### config.mk
export PLATFORM = sky130hd
export DESIGN_NAME = spi_master_msg_flat
export DESIGN_NICKNAME = d
export VERILOG_FILES = /design/src/rtl/spi_master_msg_if.sv /design/src/rtl/spi_master_msg.sv /design/src/flat_wrapper.sv
export SDC_FILE = /design/constraint.sdc
export NUM_CORES = 1
export LEC_CHECK = 0
export ABC_AREA = 1
export CORE_ASPECT_RATIO = 1.75
export CORE_MARGIN = 10
export CORE_UTILIZATION = 59
export CTS_BUF_LIST = sky130_fd_sc_hd__clkbuf_8
export CTS_CLUSTER_DIAMETER = 100
export DETAILED_ROUTE_END_ITERATION = 6
export GPL_TIMING_DRIVEN = 0
export PLACE_DENSITY = 0.83
export SLEW_MARGIN = 10
export SYNTH_ARGS = -nofsm -noshare
export SYNTH_HDL_FRONTEND = slang
export SYNTH_SLANG_ARGS = --single-unit
### constraint.sdc
create_clock -name sysClk -period 7.3 [get_ports sysClk]
set_input_delay 1.46 -clock sysClk [delete_from_list [all_inputs] [get_ports sysClk]]
set_output_delay 1.46 -clock sysClk [all_outputs]
set_load 0.05 [all_outputs]
### src/rtl/spi_master_msg_if.sv
// Host request/response, frame select and byte-engine handshake for spi_master_msg.
// The master modport is the message-layer side; slave is the host/byte-engine side.
interface spi_master_msg_if;
  logic        reqValid;
  logic        reqReady;
  logic [1:0]  reqOp;
  logic [3:0]  reqRegId;
  logic [31:0] reqWData;
  logic        rspValid;
  logic [31:0] rspData;
  logic        rspErr;
  logic        csN;
  logic        txValid;
  logic        txReady;
  logic [7:0]  tx;
  logic        rxValid;
  logic [7:0]  rx;

  modport master (
    input  reqValid, reqOp, reqRegId, reqWData, txReady, rxValid, rx,
    output reqReady, rspValid, rspData, rspErr, csN, txValid, tx
  );

  modport slave (
    output reqValid, reqOp, reqRegId, reqWData, txReady, rxValid, rx,
    input  reqReady, rspValid, rspData, rspErr, csN, txValid, tx
  );
endinterface

### src/rtl/spi_master_msg.sv
// Message-layer SPI initiator: turns one status/read/write request into a byte sequence.
// Optional receive timeout in WAIT is enabled by defining SPI_MSG_TIMEOUT_EN.
module spi_master_msg #(
  parameter int unsigned GAP_CYCLES     = 0,
  parameter int unsigned TIMEOUT_CYCLES = 1024,
  parameter logic [7:0]  STATUS_EXPECT  = 8'h5A
) (
  input logic             sysClk,
  input logic             usrReset,
  spi_master_msg_if.master bus
);

  typedef enum logic [2:0] {IDLE, SEND, WAIT, GAP, DONE} state_t;
  typedef enum logic [1:0] {
    OP_STATUS = 2'b00,
    OP_RSVD   = 2'b01,
    OP_READ   = 2'b10,
    OP_WRITE  = 2'b11
  } op_t;

  state_t      state;
  op_t         opQ;
  logic [3:0]  regIdQ;
  logic [31:0] wdataQ;
  logic [2:0]  byteCnt;
  logic [31:0] accum;
  logic [31:0] accNext;
  logic [2:0]  lastIdx;
  logic [31:0] gapCnt;
  logic        reqReadyQ;
  logic        rspValidQ;
  logic [31:0] rspDataQ;
  logic        rspErrQ;
  logic        csNQ;
  logic        txValidQ;
  logic [7:0]  txQ;
`ifdef SPI_MSG_TIMEOUT_EN
  logic [31:0] toCnt;
`endif

  function automatic logic [7:0] txByte(op_t op, logic [3:0] id, logic [31:0] wd,
                                        logic [2:0] idx);
    logic [7:0] b;
    b = '0;
    case (idx)
      3'd0: begin
        if (op == OP_READ)  b = {4'b1000, id};
        if (op == OP_WRITE) b = {4'b1100, id};
      end
      3'd1: if (op == OP_WRITE) b = wd[31:24];
      3'd2: if (op == OP_WRITE) b = wd[23:16];
      3'd3: if (op == OP_WRITE) b = wd[15:8];
      3'd4: if (op == OP_WRITE) b = wd[7:0];
      default: b = '0;
    endcase
    return b;
  endfunction

  assign lastIdx = (opQ == OP_STATUS) ? 3'd1 : 3'd4;

  // Received bytes land at fixed positions so a truncated read keeps zeros in the missing slots.
  always_comb begin
    accNext = accum;
    if (opQ == OP_STATUS && byteCnt == 3'd1) accNext[7:0] = bus.rx;
    if (opQ == OP_READ) begin
      case (byteCnt)
        3'd1:    accNext[31:24] = bus.rx;
        3'd2:    accNext[23:16] = bus.rx;
        3'd3:    accNext[15:8]  = bus.rx;
        3'd4:    accNext[7:0]   = bus.rx;
        default: accNext = accum;
      endcase
    end
  end

  always_ff @(posedge sysClk or posedge usrReset) begin
    if (usrReset) begin
      state     <= IDLE;
      opQ       <= OP_STATUS;
      regIdQ    <= '0;
      wdataQ    <= '0;
      byteCnt   <= '0;
      accum     <= '0;
      gapCnt    <= '0;
      reqReadyQ <= 1'b1;
      rspValidQ <= 1'b0;
      rspDataQ  <= '0;
      rspErrQ   <= 1'b0;
      csNQ      <= 1'b1;
      txValidQ  <= 1'b0;
      txQ       <= '0;
`ifdef SPI_MSG_TIMEOUT_EN
      toCnt     <= '0;
`endif
    end else begin
      rspValidQ <= 1'b0;
      case (state)
        IDLE: begin
          if (bus.reqValid) begin
            opQ       <= op_t'(bus.reqOp);
            regIdQ    <= bus.reqRegId;
            wdataQ    <= bus.reqWData;
            byteCnt   <= '0;
            accum     <= '0;
            reqReadyQ <= 1'b0;
            if (op_t'(bus.reqOp) == OP_RSVD) begin
              state     <= DONE;
              rspValidQ <= 1'b1;
              rspDataQ  <= '0;
              rspErrQ   <= 1'b1;
            end else begin
              state    <= SEND;
              csNQ     <= 1'b0;
              txValidQ <= 1'b1;
              txQ      <= txByte(op_t'(bus.reqOp), bus.reqRegId, bus.reqWData, 3'd0);
            end
          end
        end
        SEND: begin
          if (bus.txReady) begin
            txValidQ <= 1'b0;
            state    <= WAIT;
`ifdef SPI_MSG_TIMEOUT_EN
            toCnt    <= '0;
`endif
          end
        end
        WAIT: begin
          if (bus.rxValid) begin
            accum   <= accNext;
            byteCnt <= byteCnt + 3'd1;
            if (byteCnt == lastIdx) begin
              state     <= DONE;
              rspValidQ <= 1'b1;
              rspDataQ  <= accNext;
              rspErrQ   <= (opQ == OP_STATUS) ? (accNext[7:0] != STATUS_EXPECT) : 1'b0;
              csNQ      <= 1'b1;
            end else if (GAP_CYCLES == 0) begin
              state    <= SEND;
              txValidQ <= 1'b1;
              txQ      <= txByte(opQ, regIdQ, wdataQ, byteCnt + 3'd1);
            end else begin
              state  <= GAP;
              gapCnt <= '0;
            end
          end
`ifdef SPI_MSG_TIMEOUT_EN
          else if (toCnt + 32'd1 >= TIMEOUT_CYCLES) begin
            state     <= DONE;
            rspValidQ <= 1'b1;
            rspDataQ  <= accum;
            rspErrQ   <= 1'b1;
            csNQ      <= 1'b1;
            txValidQ  <= 1'b0;
          end else begin
            toCnt <= toCnt + 32'd1;
          end
`endif
        end
        GAP: begin
          // byteCnt already points at the next byte here.
          if (gapCnt == GAP_CYCLES - 32'd1) begin
            state    <= SEND;
            txValidQ <= 1'b1;
            txQ      <= txByte(opQ, regIdQ, wdataQ, byteCnt);
          end else begin
            gapCnt <= gapCnt + 32'd1;
          end
        end
        DONE: begin
          state     <= IDLE;
          reqReadyQ <= 1'b1;
        end
        default: state <= IDLE;
      endcase
    end
  end

  assign bus.reqReady = reqReadyQ;
  assign bus.rspValid = rspValidQ;
  assign bus.rspData  = rspDataQ;
  assign bus.rspErr   = rspErrQ;
  assign bus.csN      = csNQ;
  assign bus.txValid  = txValidQ;
  assign bus.tx       = txQ;

endmodule

### src/flat_wrapper.sv
// flat-port wrapper written by rule: the top's interface ports become plain ports
module spi_master_msg_flat 
#(
  parameter int unsigned GAP_CYCLES     = 0,
  parameter int unsigned TIMEOUT_CYCLES = 1024,
  parameter logic [7:0]  STATUS_EXPECT  = 8'h5A
)
  (sysClk, usrReset, bus_reqValid, bus_reqOp, bus_reqRegId, bus_reqWData, bus_txReady, bus_rxValid, bus_rx, bus_reqReady, bus_rspValid, bus_rspData, bus_rspErr, bus_csN, bus_txValid, bus_tx);
  spi_master_msg_if bus_i ();
  input logic sysClk;
  input logic usrReset;
  input wire logic [$bits(bus_i.reqValid)-1:0] bus_reqValid;
  input wire logic [$bits(bus_i.reqOp)-1:0] bus_reqOp;
  input wire logic [$bits(bus_i.reqRegId)-1:0] bus_reqRegId;
  input wire logic [$bits(bus_i.reqWData)-1:0] bus_reqWData;
  input wire logic [$bits(bus_i.txReady)-1:0] bus_txReady;
  input wire logic [$bits(bus_i.rxValid)-1:0] bus_rxValid;
  input wire logic [$bits(bus_i.rx)-1:0] bus_rx;
  output wire logic [$bits(bus_i.reqReady)-1:0] bus_reqReady;
  output wire logic [$bits(bus_i.rspValid)-1:0] bus_rspValid;
  output wire logic [$bits(bus_i.rspData)-1:0] bus_rspData;
  output wire logic [$bits(bus_i.rspErr)-1:0] bus_rspErr;
  output wire logic [$bits(bus_i.csN)-1:0] bus_csN;
  output wire logic [$bits(bus_i.txValid)-1:0] bus_txValid;
  output wire logic [$bits(bus_i.tx)-1:0] bus_tx;
  assign bus_i.reqValid = bus_reqValid;
  assign bus_i.reqOp = bus_reqOp;
  assign bus_i.reqRegId = bus_reqRegId;
  assign bus_i.reqWData = bus_reqWData;
  assign bus_i.txReady = bus_txReady;
  assign bus_i.rxValid = bus_rxValid;
  assign bus_i.rx = bus_rx;
  assign bus_reqReady = bus_i.reqReady;
  assign bus_rspValid = bus_i.rspValid;
  assign bus_rspData = bus_i.rspData;
  assign bus_rspErr = bus_i.rspErr;
  assign bus_csN = bus_i.csN;
  assign bus_txValid = bus_i.txValid;
  assign bus_tx = bus_i.tx;
  spi_master_msg #(.GAP_CYCLES(GAP_CYCLES), .TIMEOUT_CYCLES(TIMEOUT_CYCLES), .STATUS_EXPECT(STATUS_EXPECT)) u_core (.sysClk(sysClk), .usrReset(usrReset), .bus(bus_i));
endmodule
==> impl_results.md <==
* Final Cycle Share at around 45%
* Internal power at around 1.8 mW
* Largest fanout on the critical path at 2
* Top-count cell post-synth: nand2_1
* Required @ worst endpoint at around 6 ns
* Largest net degree at the start of global routing at 85
* Post-synthesis sequential area ratio at ~46%
* #FFs+latches synth at roughly 150
* Grt ovf at 0
* Compound-cell area share of the yosys netlist at about 9.3%
* Pins Over Slew Limit at 0
* Post-synthesis mux area share at 0%
* Post-Synth XOR/XNOR Area at under 10%
* Cell family with most CP delay: buffers and inverters
* Max Fclk at around 310 MHz
* Status: complete, but fails checks
* CP cell instances: clkdlybuf4s50_1
* Antenna-violating nets left at 0
* Diode count at 0
* Final wirelength at 24600 µm
* Drt drc at 15
* Crit Path Class: reg2out
* CP arrival at around 1.8 ns
* Crit path largest cell delay at around 0.8 ns
* Yosys cell types at 41
* Pleak at between 4 and 5 nW
* # H-tree levels at 4
* Ys Warns at 0
* Syn-to-layout area delta at 19.0%
* Die Y-Extent at 177 µm
* Slowest CP cell: clkdlybuf4s50_1
* Setup TNS at 0 ns
* Final setup violation count at 0
* Skew-Pair Late Insertion Delay at approximately 0.45 ns
* Measured slew at the worst slew-check pin at roughly 0.64 ns
* First-pass GRT wire length at slightly above 40000 µm
* Vias at between 7k and 8k
* Clock share of power at about a fifth
* Fin cells at approximately 1.4k
* Endpoint class of the critical path: output port
* Core box area at ~14000 µm²
* Syn Nets at between 1k and 1.5k
* Crit start category: flip-flop
* Top Ports at 96
* Max-slew headroom at the worst pin at between 50% and 60%
* Chip Width at between 100 and 150 µm
* GP Congestion at between 1 and 1.5
* Vias/cell at around 5.6
* Worst hold path class: reg2reg
* Switching Share at a little under half
* Mapped Cells at 1125
* Total of max-cap violations at 0
* PortBufs at 95
* RSZ-0062 raised after global routing: false
* 1st-pass router iterations at 7
* Placed cell count at 1398
* Largest cells by area after synthesis: dfrtp_1 45%, nand2_1 18%, nand3_1 6.9%
* Starting DRT DRC Count at slightly below 600
* Clock-pin transition on the worst setup and hold timing paths at 0.08 ns
* Reg2reg start: u_core.byteCnt[0]
* FP Rows at 57
* Syn Std Cell Area at 8330 µm²
* Gr usage total at around a quarter
* Synth area leader: dfrtp_1
* CTS tree: done
* Initial antenna violation count at 0
* Starting density of the core at 60.2%
* Ys async rst share at 100%
* Root Buffer: clkbuf_8
* CTS resizes at 0
* Vias in the first global route at 8088
* Flop pwr share at a little over a third
* Die Area at between 15000 and 20000 µm²
* Syn_area_per_cell at 7.40 µm²
* HPWL Detailed at between 15000 and 20000 µm
* Clk buf depth at 2
* Num CTS Buffers at 17
* Critical path startpoint: u_core.bus.csN
* Minimum period implied by the final worst setup slack at ~3.2 ns
* Synth top area share at between 40 and 50%
* Setup bufs post-CTS at 0
* Comb power frac at between 40% and 50%
* Critical path buffers and inverters at 1
* Final Util at 71.6%
* Main synth FF type: dfrtp_1
* Hold Buf Count CTS at 0
* PwrDens at 340 nW/µm²
* WL/cell at 17.2 µm
* Clock skew at 0.0252 ns
* Synth cell count leaders: 395 x nand2_1, 151 x dfrtp_1, 114 x nand3_1, 94 x inv_1, 84 x o21ai_0
* Number of synthesized flops with an enable pin at 0
* Final-report hold violation count at 0
* Adder-cell share of the synthesized area at 1.05%
* Hold_sp: u_core.accum[31]
* Largest family of logic cells by synthesized area: simple AND/OR/NAND/NOR gates
* Post-Synth Simple-Gate Area at between 30% and 40%
* Failing checks: design-rule violations
* # nets final at ~1.3k
* TritonCTS Sinks at about 150
* VDD IR max at between 0.2 and 0.25 mV
* Layout cells sized above 1 at under 10%
* P_sw at about 1.6 mW
cell families (layout without fill, tap and decap cells):
kind of cell             count (synthesis)  after routing
buffers and inverters                  149            277
adder cells (fa/ha/maj)                  7              7
AND/OR/NAND/NOR                        649            649
flip-flops                             153            153
AO/OA/AOI/OAI                          142            142
XOR/XNOR                                25             25
power groups by stage:
stage | Combinational, mW | Clock (mW) | Sequential [mW]
detailed placement | 1.50 | 0 | 1.24
global route | 1.66 | 0.669 | 1.25
CTS | 1.50 | 0.632 | 1.22
finish | 1.51 | 0.626 | 1.23
global placement | 1.47 | 0 | 1.23
floorplan | 0.835 | 0 | 1.40
flip-flops by register name, summed over array words and instances (netlist names):
register,flops
u_core.bus.txValid,1
u_core.bus.csN,1
u_core.byteCnt,3
u_core.bus.tx,8
u_core.gapCnt,32
u_core.bus.rspValid,1
u_core.accum,32
u_core.state,3
u_core.wdataQ,32
u_core.regIdQ,4
u_core.opQ,2
u_core.bus.reqReady,1
u_core.bus.rspData,32
u_core.bus.rspErr,1
layout make-up:
type                       count  area (µm²)
clock buffer                  17         234
fill                        1173        3930
tap                          177         221
clock inverter                15         141
inverter                     103         394
multi-input combinational    823        3850
sequential                   153        3830
buffer                        46         259
timing repair buffer          96         978
layer usage:
layer  vias to the layer above  part of all wire (%)  track usage (%)
met3                        96                   4.8             4.60
met5                         -                     0                0
met2                       311                    53             46.7
met1                      3719                    36             28.1
met4                         0                   5.7             15.8
li1                       3851                     -                -
cell usage in the layout (no fill, tap or decap), drive strengths merged:
cell type and count:
nand2 402, dfrtp 151, nand3 117, inv 110
clkdlybuf4s50 95, o21ai 93, nor2 82, buf 35
a21oi 32, clkbuf 29, nor3 27, xor2 21
nand4 16, ha 7, o211ai 6, o31ai 5
xnor2 4, clkinv 4, nand3b 3, clkinvlp 3
o21bai 2, dfstp 2, a21boi 1, or2 1
o22ai 1, a31oi 1, a22o 1, and3 1
bufinv 1
worst paths after layout:
check / endpoint / slack [ns] / depth (start not counted)
worst min-delay path: u_core.accum[31] / 0.47 / 2
worst max-delay path: bus_csN / 4.05 / 1
min in group asynchronous: u_core.accum[24] / 1.46 / 2
worst min register to register: u_core.accum[31] / 0.47 / 2
worst max register to register: u_core.bus.tx[4] / 4.83 / 9
max in group asynchronous: u_core.bus.reqReady / 5.04 / 3
stage by stage:
stage | worst slack [ns] | hold WS [ns] | area (µm²) | power [mW]
floorplan | 1.72 | 0.437 | 8330 | 2.23
global placement | -0.279 | 0.447 | 9500 | 2.70
detailed placement | 3.99 | 0.453 | 9540 | 2.74
CTS | 4.03 | 0.473 | 9910 | 3.36
global route | 3.99 | 0.501 | 9910 | 3.58
finish | 4.05 | 0.473 | 9910 | 3.37
worst reg2reg max path: stages (launching register included):
cell and delay, ns:
dfrtp_1 0.45, ha_1 0.23, ha_1 0.27, clkbuf_1 0.30, nand2_1 0.27, a21oi_2 0.41, o21ai_0 0.16, nand2_1 0.17
nand2_1 0.10, nand2_1 0.07
Power figures use the tool's default switching activity.
